--- config.mk ---
export PLATFORM = sky130hd
export DESIGN_NAME = jk_cmd_seq_flat
export DESIGN_NICKNAME = d
export VERILOG_FILES = /design/src/rtl/jk_cmd_seq_pkg.sv /design/src/rtl/jk_cmd_seq_if.sv /design/src/rtl/jk_cmd_seq_jk_model.sv /design/src/rtl/jk_cmd_seq.sv /design/src/flat_wrapper.sv
export SDC_FILE = /design/constraint.sdc
export NUM_CORES = 1
export LEC_CHECK = 0
export ABC_CLOCK_PERIOD_IN_PS = 2400
export BUFFER_PORTS_ARGS = -buffer_cell sky130_fd_sc_hd__buf_2
export CORE_MARGIN = 3
export CORE_UTILIZATION = 41
export CTS_BUF_LIST = sky130_fd_sc_hd__clkbuf_4 sky130_fd_sc_hd__clkbuf_8
export DETAILED_ROUTE_END_ITERATION = 16
export PLACE_DENSITY = 0.7
export SLEW_MARGIN = 20
export SYNTH_ARGS = -nofsm -noshare
export SYNTH_HDL_FRONTEND = slang
export SYNTH_SLANG_ARGS = --single-unit
--- constraint.sdc ---
create_clock -name clk -period 2.4 [get_ports clk]
set_input_delay 0.36 -clock clk [delete_from_list [all_inputs] [get_ports clk]]
set_output_delay 0.36 -clock clk [all_outputs]
set_load 0.005 [all_outputs]
--- src/rtl/jk_cmd_seq_pkg.sv ---
// Shared definitions for the JK command sequencer: JK drive codes, FSM states
// and the JK next-state function.
package jk_cmd_seq_pkg;

  localparam int unsigned JK_W = 2;

  typedef logic [JK_W-1:0] jk_t;

  localparam jk_t JK_HOLD = 2'b00;
  localparam jk_t JK_RST  = 2'b01;
  localparam jk_t JK_SET  = 2'b10;
  localparam jk_t JK_TGL  = 2'b11;

  typedef enum logic {
    ST_IDLE = 1'b0,
    ST_RUN  = 1'b1
  } state_t;

  // Value a JK flip-flop holding q takes after one edge driven with code.
  function automatic logic jk_next(input logic q, input jk_t code);
    logic r;
    r = q;
    case (code)
      JK_RST:  r = 1'b0;
      JK_SET:  r = 1'b1;
      JK_TGL:  r = ~q;
      default: r = q;
    endcase
    return r;
  endfunction

endpackage

--- src/rtl/jk_cmd_seq_if.sv ---
// Command handshake bundle between an upstream command source and the sequencer.
interface jk_cmd_seq_if #(
  parameter int unsigned LEN_W = 8
) ();
  logic             cmd_valid;
  logic             cmd_ready;
  logic [1:0]       cmd_code;
  logic [LEN_W-1:0] cmd_len;

  modport master (output cmd_valid, cmd_code, cmd_len, input cmd_ready);
  modport slave  (input cmd_valid, cmd_code, cmd_len, output cmd_ready);
endinterface

--- src/rtl/jk_cmd_seq_jk_model.sv ---
// Shadow model of a single-cycle JK flip-flop: tracks the expected q and flags
// any disagreement with the real flip-flop's returned q.
module jk_model
  import jk_cmd_seq_pkg::*;
(
  input  logic clk,
  input  logic rst,
  input  jk_t  jk,
  input  logic q_fb,
  output logic exp_q,
  output logic exp_vld,
  output logic err
);

  // q_fb in this cycle reflects the edge that produced the current exp_q.
  always_ff @(posedge clk or posedge rst) begin
    if (rst) begin
      exp_q   <= 1'b0;
      exp_vld <= 1'b0;
      err     <= 1'b0;
    end else begin
      exp_q <= jk_next(exp_q, jk);
      if (jk == JK_RST || jk == JK_SET) begin
        exp_vld <= 1'b1;
      end
      if (exp_vld && (q_fb != exp_q)) begin
        err <= 1'b1;
      end
    end
  end

endmodule

--- src/rtl/jk_cmd_seq.sv ---
// Sequencer that drives a JK code downstream for a commanded number of cycles,
// with back-to-back command acceptance and a shadow-model consistency check.
module jk_cmd_seq
  import jk_cmd_seq_pkg::*;
#(
  parameter int unsigned LEN_W = 8
) (
  input  logic         clk,
  input  logic         rst,
  jk_cmd_seq_if.slave  cmd,
  output jk_t          jk,
  input  logic         q_fb,
  output logic         busy,
  output logic         done,
  output logic         exp_q,
  output logic         exp_vld,
  output logic         err
);

  state_t           state, state_nxt;
  logic [LEN_W-1:0] cnt, cnt_nxt;
  jk_t              code, code_nxt;
  logic             ready_nxt, busy_nxt, done_nxt;
  jk_t              jk_nxt;
  logic             hs;
  logic [LEN_W-1:0] len_eff;

  assign hs      = cmd.cmd_valid && cmd.cmd_ready;
  assign len_eff = (cmd.cmd_len == '0) ? LEN_W'(1) : cmd.cmd_len;

  // State and registered outputs
  always_ff @(posedge clk or posedge rst) begin
    if (rst) begin
      state         <= ST_IDLE;
      cnt           <= '0;
      code          <= JK_HOLD;
      cmd.cmd_ready <= 1'b0;
      busy          <= 1'b0;
      done          <= 1'b0;
      jk            <= JK_HOLD;
    end else begin
      state         <= state_nxt;
      cnt           <= cnt_nxt;
      code          <= code_nxt;
      cmd.cmd_ready <= ready_nxt;
      busy          <= busy_nxt;
      done          <= done_nxt;
      jk            <= jk_nxt;
    end
  end

  // Next state, counter and latched code
  always_comb begin
    state_nxt = state;
    cnt_nxt   = cnt;
    code_nxt  = code;
    case (state)
      ST_IDLE: begin
        if (hs) begin
          state_nxt = ST_RUN;
          cnt_nxt   = len_eff;
          code_nxt  = jk_t'(cmd.cmd_code);
        end
      end
      ST_RUN: begin
        if (cnt == LEN_W'(1)) begin
          if (hs) begin
            cnt_nxt  = len_eff;
            code_nxt = jk_t'(cmd.cmd_code);
          end else begin
            state_nxt = ST_IDLE;
            cnt_nxt   = '0;
            code_nxt  = JK_HOLD;
          end
        end else begin
          cnt_nxt = cnt - LEN_W'(1);
        end
      end
      default: begin
        state_nxt = ST_IDLE;
        cnt_nxt   = '0;
        code_nxt  = JK_HOLD;
      end
    endcase
  end

  // Output values for the upcoming cycle, registered above
  always_comb begin
    ready_nxt = 1'b1;
    busy_nxt  = 1'b0;
    done_nxt  = 1'b0;
    jk_nxt    = JK_HOLD;
    if (state_nxt == ST_RUN) begin
      busy_nxt  = 1'b1;
      jk_nxt    = code_nxt;
      done_nxt  = (cnt_nxt == LEN_W'(1));
      ready_nxt = (cnt_nxt == LEN_W'(1));
    end
  end

  jk_model u_model (
    .clk     (clk),
    .rst     (rst),
    .jk      (jk),
    .q_fb    (q_fb),
    .exp_q   (exp_q),
    .exp_vld (exp_vld),
    .err     (err)
  );

endmodule
--- src/flat_wrapper.sv ---
// flat-port wrapper written by rule: the top's interface ports become plain ports
module jk_cmd_seq_flat import jk_cmd_seq_pkg::*;
#(
  parameter int unsigned LEN_W = 8
)
  (clk, rst, jk, q_fb, busy, done, exp_q, exp_vld, err, cmd_cmd_valid, cmd_cmd_code, cmd_cmd_len, cmd_cmd_ready);
  jk_cmd_seq_if #(.LEN_W(LEN_W)) cmd_i ();
  input  logic clk;
  input  logic rst;
  output jk_t jk;
  input  logic q_fb;
  output logic busy;
  output logic done;
  output logic exp_q;
  output logic exp_vld;
  output logic err;
  input wire logic [$bits(cmd_i.cmd_valid)-1:0] cmd_cmd_valid;
  input wire logic [$bits(cmd_i.cmd_code)-1:0] cmd_cmd_code;
  input wire logic [$bits(cmd_i.cmd_len)-1:0] cmd_cmd_len;
  output wire logic [$bits(cmd_i.cmd_ready)-1:0] cmd_cmd_ready;
  assign cmd_i.cmd_valid = cmd_cmd_valid;
  assign cmd_i.cmd_code = cmd_cmd_code;
  assign cmd_i.cmd_len = cmd_cmd_len;
  assign cmd_cmd_ready = cmd_i.cmd_ready;
  jk_cmd_seq #(.LEN_W(LEN_W)) u_core (.clk(clk), .rst(rst), .cmd(cmd_i), .jk(jk), .q_fb(q_fb), .busy(busy), .done(done), .exp_q(exp_q), .exp_vld(exp_vld), .err(err));
endmodule
-- After elaboration in Yosys (flattened, before gate mapping)
Cells that the tools add are included.
- bits in registers: 19
- bits of input ports: 14
- output and inout port bits: 8
- word-level logic and storage cells: 41
- $add $sub $neg: 1
- eq/ne operators: 6
- multiplexer cells: 17
- bitwise operators: 2
- reductions and logical operators: 5
- operator list (kind ; number):
    8-bit two-way mux ; 4
    8-bit by 1-bit == test with 1-bit output (second input constant) ; 2
    8-bit one-hot mux with 2 select lines ; 1
    8-bit zero test ; 1
    2-bit two-way mux ; 4
    8-bit by 1-bit subtractor with 8-bit output (second input constant) ; 1
    1-bit two-way mux ; 5
    2-bit == test (second input constant) ; 2
    2-bit one-hot mux with 2 select lines ; 1
    1-bit one-hot mux with 3 select lines ; 1
    3-bit nonzero test ; 1
    2-bit by 1-bit == test with 1-bit output (second input constant) ; 1
    1-bit logical AND ; 2
    1-bit inverter ; 2
    1-bit one-hot mux with 2 select lines ; 1
    1-bit logical OR ; 1
    1-bit inequality test ; 1

-- Logic depth before layout (Yosys ltp)
Gate-level depths: netlist of run 1.
- depth after elaboration: 7
- gate-level depth with buffers: 9
- gate-level depth less buffers: 8

-- Modules after synthesis
Synthesis of run 1 repeated with hierarchy kept, for this count alone.
- cells, all modules: 106
- area, all modules: 1021.0 µm²
- modules (own cells, without submodules) (module ; times used ; cells an instance ; area an instance (µm²) ; seq. area each (µm²)):
    jk_cmd_seq ; 1 ; 90 ; 853.3 ; 375.4
    jk_model ; 1 ; 16 ; 167.7 ; 75.1

-- Least setup slack after synthesis of run 1
OpenSTA, ideal clock, no wires.
- kind: register -> register
- start point: register u_core.cnt[1]
- end point: register u_core.done
- setup time: 0.073 ns
- data arrival time: 1.830 ns
- required time: 2.327 ns
- setup slack: 0.497 ns
- stages on the path, launching flop included: 9
- path buffers: 0
- clock period less this slack: 1.903 ns
- cell sequence: dfrtp_1 -> inv_1 -> ha_1 -> or3b_2 -> nor2_4 -> o31ai_1 -> nor4_1 -> nand4b_1 -> nor2_1
- longest elaborated chain between the ends: 5
- elaborated cells between the ends (all ways): 9
- classes of those cells: add/sub (1); eq/ne (2); mux (6)
- RTL lines (what ; line ; source):
    start: declaration ; jk_cmd_seq.sv:21 ; logic [LEN_W-1:0] cnt, cnt_nxt;
    start signal: assignment ; jk_cmd_seq.sv:43 ; cnt <= cnt_nxt;
    8-bit by 1-bit subtractor with 8-bit output / 8-bit by 1-bit == test with 1-bit output (equally long branches) ; jk_cmd_seq.sv:76, jk_cmd_seq.sv:66 ;
    8-bit two-way mux ; jk_cmd_seq.sv:66 ; if (cnt == LEN_W'(1)) begin
    8-bit one-hot mux with 2 select lines ; jk_cmd_seq.sv:57 ; case (state)
    8-bit by 1-bit == test with 1-bit output ; jk_cmd_seq.sv:96 ; done_nxt = (cnt_nxt == LEN_W'(1));
    1-bit two-way mux (*) ; jk_cmd_seq.sv:93 ; if (state_nxt == ST_RUN) begin
    named net u_core.done_nxt ; jk_cmd_seq.sv:23 ; logic ready_nxt, busy_nxt, done_nxt;
    end signal: assignment ; jk_cmd_seq.sv:47 ; done <= done_nxt;
    end: declaration ; jk_cmd_seq.sv:14 ; output logic done,
The timed path passes the listed nets; every way through them passes the cells marked *.
A chain may end at the register's enable or synchronous reset.

-- Final worst setup path of run 1
Ends and elaborated chain as after synthesis.

==> results of run 1 <==
-- routing by layer --
| metal | GRT usage (%) | share of wire, % |
|---|---|---|
| met1 | 24.9 | 44 |
| met3 | 3.34 | 9.7 |
| met4 | 8.94 | 1.6 |
| met2 | 25.6 | 44 |
| met5 | 0 | 0 |
-- synth_stat cells, types with 2 or more instances --
cell type | instances | area [um2]
inv_1 | 11 | 41.3
dfrtp_1 | 18 | 450
and2_1 | 3 | 18.8
nand3_1 | 2 | 10.0
a311oi_1 | 2 | 17.5
a311o_1 | 2 | 20.0
a21oi_1 | 7 | 35.0
nor3_2 | 2 | 20.0
nor4_1 | 5 | 31.3
clkbuf_1 | 2 | 7.51
ha_1 | 5 | 62.6
nor3_1 | 3 | 15.0
nor2b_1 | 2 | 12.5
nor2_1 | 9 | 33.8
mux2i_1 | 2 | 20.0
o31ai_1 | 2 | 15.0
a21o_1 | 4 | 30.0
nand2_1 | 13 | 48.8
a31oi_1 | 2 | 12.5
a221o_1 | 2 | 20.0
o211ai_1 | 4 | 30.0
nand4_1 | 2 | 12.5
-- registers in the layout (all words and copies together) (netlist names) --
name / cells
u_core.cmd.cmd_ready: 1
u_core.u_model.exp_q: 1
u_core.busy: 1
u_core.jk: 2
u_core.u_model.err: 1
u_core.u_model.exp_vld: 1
u_core.cnt: 8
u_core.done: 1
u_core.code: 2
-- path summary, 6_finish.rpt --
path | end | slack, ps | depth (start not counted)
max in group asynchronous | u_core.cnt[6] | 1820 | 2
max reg2reg | u_core.done | 180 | 8
min reg2reg | u_core.u_model.err | 460 | 1
min | u_core.busy | 150 | 2
max | u_core.done | 180 | 8
min in group clk | u_core.cnt[1] | 280 | 2
-- cell families (layout without fill, tap and decap cells) --
family,Yosys count,count (layout),synth area share (%)
multiplexers,2,2,1.81
AND/OR/NAND/NOR,50,50,25.1
XOR/XNOR,2,2,1.59
buffers and inverters,14,38,4.87
adder cells (fa/ha/maj),5,5,5.66
flip-flops,18,18,40.8
AO/OA/AOI/OAI,31,31,20.2
-- cell type report --
class | instances | area, um2
clock buffers | 4 | 36.3
inverters | 11 | 41.3
flip-flops and latches | 18 | 450
well taps | 30 | 37.5
repair buffers | 23 | 120
fillers | 245 | 1240
multi-input cells | 90 | 601
-- power groups by stage --
stage,Combinational (uW),Clock (uW),Sequential (uW)
2_1_floorplan,622,0,560
3_3_place_gp,817,0,601
3_5_place_dp,820,0,609
4_1_cts,827,195,602
5_1_grt,938,207,630
6_report,836,190,609
-- through the flow --
| stage | instance area (um2) | power [uW] | hold slack (ps) | setup WS, ps |
|---|---|---|---|---|
| after floorplan | 1100 | 1180 | 299 | 497 |
| after global placement | 1250 | 1420 | 437 | 297 |
| after detailed placement | 1250 | 1430 | 440 | 236 |
| after CTS | 1290 | 1620 | 173 | 190 |
| after global routing | 1290 | 1770 | 208 | 2.58 |
| final | 1290 | 1630 | 149 | 178 |
==> summary.md, run 1 <==
| Metric | Value |
|---|---|
| Relative slew slack | 54.0% |
| Status | finished clean |
| Hold crit path type | in -> async |
| Yosys Warn Count | 0 |
| Port Buffers | 21 |
| Post-DP HPWL | ~2000 um |
| Area Growth Syn to Fin | 16.4% |
| Nets | 166 |
| R2R Path Start | u_core.cnt[1] |
| Placer congestion estimate | 0.997 |
| Max cap viols | 0 |
| Num rows | 18 |
| TritonRoute pass-1 iters | 4 |
| Pwr dens | about 1300 mW/mm2 |
| Maximum root-to-sink buffer count | 2 |
| Layout cells sized above 1 | around a quarter |
| Syn Inst Count | around 120 |
| Root buffer cell | clkbuf_4 |
| Max VDD drop | 0.690 mV |
| Violation count after the first detailed-route iteration | 48 |
| First-pass GRT wire length | 4550 um |
| Core ar. | approximately 0.0025 mm2 |
| Unrepaired setup endpoints after global routing | no |
| Syn Area/Cell | 9.06 um2 |
| Routed vias | 1,049 |
| Post-Syn Area | roughly 0.0011 mm2 |
| Delay-heaviest family, CP | simple AND/OR/NAND/NOR gates |
| Slew @ Worst Pin | just under 700 ps |
| Critical path's slowest cell | or3b_2 |
| Critical Path Max Stage Delay | between 500 and 600 ps |
| Cell variety after synth | 40 |
| Post-Layout Cell Count | 176 |
| Clock Latency Late Sink | 300 ps |
| Period utilization | between 90 and 100% |
| Switching power | 735 uW |
| CP Data Required Time | 2630 ps |
| Placed insts | 172 |
| Origin of the worst setup path | u_core.cnt[1] |
| Crit path cell chain | inv_1, ha_1, or3b_2, nor2_4, o31ai_1, nor4_1, nand4b_1, nor2_1 |
| Clk_skew | 5.37 ps |
| Initial antenna violation count | 0 |
| All-Layer GR Usage | 17.6% |
| Number of global-route vias before repair | 1,003 |
| # DRC | 0 |
| ANT cells | 0 |
| Num CTS Buffers | 3 |
| Starting Density | 43.8% |
| Final hold violation count | 0 |
| Setup violators final | 0 |
| Register area share after synthesis | between 40 and 50% |
| Slew Limit Fails | 0 |
| Largest net degree at the start of global routing | 19 |
| Critical Path Fanout Max | 6 |
| Post-CTS Resized | 0 |
| Vias per inst | a little under 6 |
| Crit path launch type | flip-flop |
| Hold Buf Count CTS | 0 |
| Final core occ | approximately half |
| Sequential power share | between 30% and 40% |
| WL final | around 2700 um |
| Clk pin slew, worst setup/hold paths | 110 ps |
| Post-route ant nets | 0 |
| Post-synth top flop | dfrtp_1 |
| Number of H-tree levels | 1 |
| Die Height | 57.9 um |
| Clock network fraction of total power | around 12% |
| Arrival time worst endpoint | 2450 ps |
| Most frequent cells in the layout | buf_2, dfrtp_1, nand2_1, inv_1, nor2_1 |
| Die ar. | 0.00335 mm2 |
| Fin Setup TNS | 0 ps |
| Die W | 57.9 um |
| GR Overflow Total | 0 |
| Mapped Nets | roughly 140 |
| Synth async-reset ratio | 100% |
| FMAX | 450 MHz |
| Int Pwr | between 800 and 900 uW |
| Switching fraction of total power | 45.0% |
| Combinational group share of total power | about 50% |
| Num Clock Sinks | 18 |
| Final min period | 2220 ps |
| Yosys reg bits | 18 |
| Wire per inst | 15.3 um |
| CP endpoint kind | flip-flop |
| Leakage | 0.000602 uW |
| Worst Path Buf+Inv | 1 |
| Postcts setup bufs | 0 |
| IO Count | 22 |
| Most common cell after layout, fill and taps aside | buf_2 |
| Post-synth EDFFs | 0 |
| CP Class | reg -> reg |
| TritonCTS clock tree | yes |
No activity file was read; power rests on OpenSTA's default activity.
==> run 2: changes to the inputs <==
--- a/config.mk
+++ b/config.mk
@@ -12,6 +12,7 @@
 export CTS_BUF_LIST = sky130_fd_sc_hd__clkbuf_4 sky130_fd_sc_hd__clkbuf_8
 export DETAILED_ROUTE_END_ITERATION = 16
 export PLACE_DENSITY = 0.7
+export RECOVER_POWER = 100
 export SLEW_MARGIN = 20
 export SYNTH_ARGS = -nofsm -noshare
 export SYNTH_HDL_FRONTEND = slang
==> summary.md, run 2 (same netlist as run 1, synthesis figures left out) <==
| Metric | Value |
|---|---|
| Arrival time worst endpoint | 2460 ps |
| Relative slew slack | 53.9% |
| WL final | 2670 um |
| Crit path cell chain | inv_1, ha_1, or3b_2, nor2_4, o31ai_1, nor4_1, nand4b_1, nor2_1 |
| Reg2Reg Setup Slack | 170 ps |
| Hold Buf Count CTS | 0 |
| Final min period | ~2200 ps |
| Setup violators final | 0 |
| Most common cell after layout, fill and taps aside | buf_2 |
| Hold crit path type | in -> async |
| Slew @ Worst Pin | 691 ps |
| R2R depth | 8 |
| Port Buffers | 21 |
| Dpl ws | 236 ps |
| Met2 Track Usage GR | 25.6% |
| Die Height | 57.9 um |
| Largest register FFs | 8 |
| Capture point of the worst reg-to-reg path | u_core.done |
| Slew Limit Fails | 0 |
| Critical Path Max Stage Delay | 540 ps |
| Wire per inst | 15.2 um |
| All-Layer GR Usage | 17.6% |
| # DRC | 0 |
| Root buffer cell | clkbuf_4 |
| Crit path launch type | flip-flop |
| Placer congestion estimate | roughly 1.0 |
| Die ar. | 0.00335 mm2 |
| Top flop regs | u_core.cnt (8), u_core.code (2), u_core.jk (2) |
| Num CTS Buffers | 3 |
| R2R Path Start | u_core.cnt[1] |
| TritonRoute pass-1 iters | 4 |
| Layout cells sized above 1 | 21.9% |
| Clk_skew | 7.88 ps |
| GR Overflow Total | 0 |
| Maximum root-to-sink buffer count | 2 |
| Most frequent cells in the layout | buf_2, dfrtp_1, nand2_1, inv_1, nor2_1 |
| ANT cells | 0 |
| Postcts setup bufs | 0 |
| Max cap viols | 0 |
| Period utilization | 92.8% |
| First-pass GRT wire length | around 4600 um |
| Worst Path Buf+Inv | 1 |
| FMAX | 449 MHz |
| Delay-heaviest family, CP | simple AND/OR/NAND/NOR gates |
| Area Growth Syn to Fin | 16.2% |
| Pwr dens | 1270 mW/mm2 |
| Grt met3 use | 3.34% |
| Violation count after the first detailed-route iteration | between 40 and 50 |
| CP Data Required Time | 2630 ps |
| GRT busiest layer | met2 |
| Starting Density | 43.8% |
| Die W | 57.9 um |
| Critical path's slowest cell | or3b_2 |
| Clock Latency Late Sink | 300 ps |
| Post-CTS Resized | 0 |
| CP Class | reg -> reg |
| Leakage | between 0.0005 and 0.0006 uW |
| Overall power | 1630 uW |
| Largest reg by FF count | u_core.cnt |
| Setup ws final | 172 ps |
| Nets | ~170 |
| Num Clock Sinks | 18 |
| TritonCTS clock tree | yes |
| Post-route ant nets | 0 |
| CP endpoint kind | flip-flop |
| Fin Setup TNS | 0 ps |
| Initial antenna violation count | 0 |
| Largest net degree at the start of global routing | 19 |
| Status | finished clean |
| Placed insts | 172 |
| Post-Layout Cell Count | between 150 and 200 |
| Unrepaired setup endpoints after global routing | no |
| Max VDD drop | 0.690 mV |
| Routed vias | between 1,000 and 1,500 |
| Vias per inst | approximately 5.9 |
| Post-DP HPWL | about 2000 um |
| Number of global-route vias before repair | 1,003 |
| Critical Path Fanout Max | 6 |
| Clk pin slew, worst setup/hold paths | 110 ps |
| Number of H-tree levels | 1 |
| Met1 Track Usage GR | 24.9% |
| Final hold violation count | 0 |
| Num rows | 18 |
| Core ar. | 0.00252 mm2 |
| IO Count | 22 |
==> run 2: cell count changes in the layout (fill, tap and decap cells not counted) <==
| cell | change |
|---|---|
| clkbuf_1 | +2 |
| buf_2 | -2 |
| and2_0 | +2 |
| and2_1 | -2 |
==> run 2: worst max path at each step <==
stage             startpoint           to  cells past startpoint
6_report       u_core.cnt[1]  u_core.done                      8
5_1_grt        u_core.cnt[1]  u_core.done                      9
4_1_cts        u_core.cnt[1]  u_core.done                      8
3_5_place_dp   u_core.cnt[1]  u_core.done                      8
3_3_place_gp   u_core.cnt[1]  u_core.done                      8
2_1_floorplan  u_core.cnt[1]  u_core.done                      8
==> run 2: per-stage QoR <==
stage	hold WS [ps]	area [um2]	util (%)
finish	147	1280	50.9
global route	208	1280	50.9
CTS	173	1290	51.0
global placement	437	1250	49.6
detailed placement	440	1250	49.6
floorplan	299	1100	-
==> run 2: worst reg2reg max path: stages, from the launching register on <==
cell      delay (ps)
dfrtp_1          450
inv_1            100
ha_1             200
or3b_2           540
nor2_4           130
o31ai_1          100
nor4_1           340
nand4b_1         170
nor2_1           130
==> run 2: power by group <==
group	total, uW	switching [uW]	internal, uW
Clock	191	99.0	92.4
Combinational	832	459	373
Sequential	607	178	430
Total	1630	735	895
==> run 2: cell type report <==
type	instances	area, um2
tap	30	37.5
inverter	11	41.3
fill	247	1240
timing repair buffer	23	118
multi-input combinational	90	601
sequential	18	450
clock buffer	4	36.3
==> run 2: routing by layer <==
metal  part of all wire [%]  wire, um  vias up
met5                      0         0        -
met4                    1.2        31        0
met3                    7.9       211        2
met2                     45      1190       54
met1                     46      1240      492
li1                       -         -      490
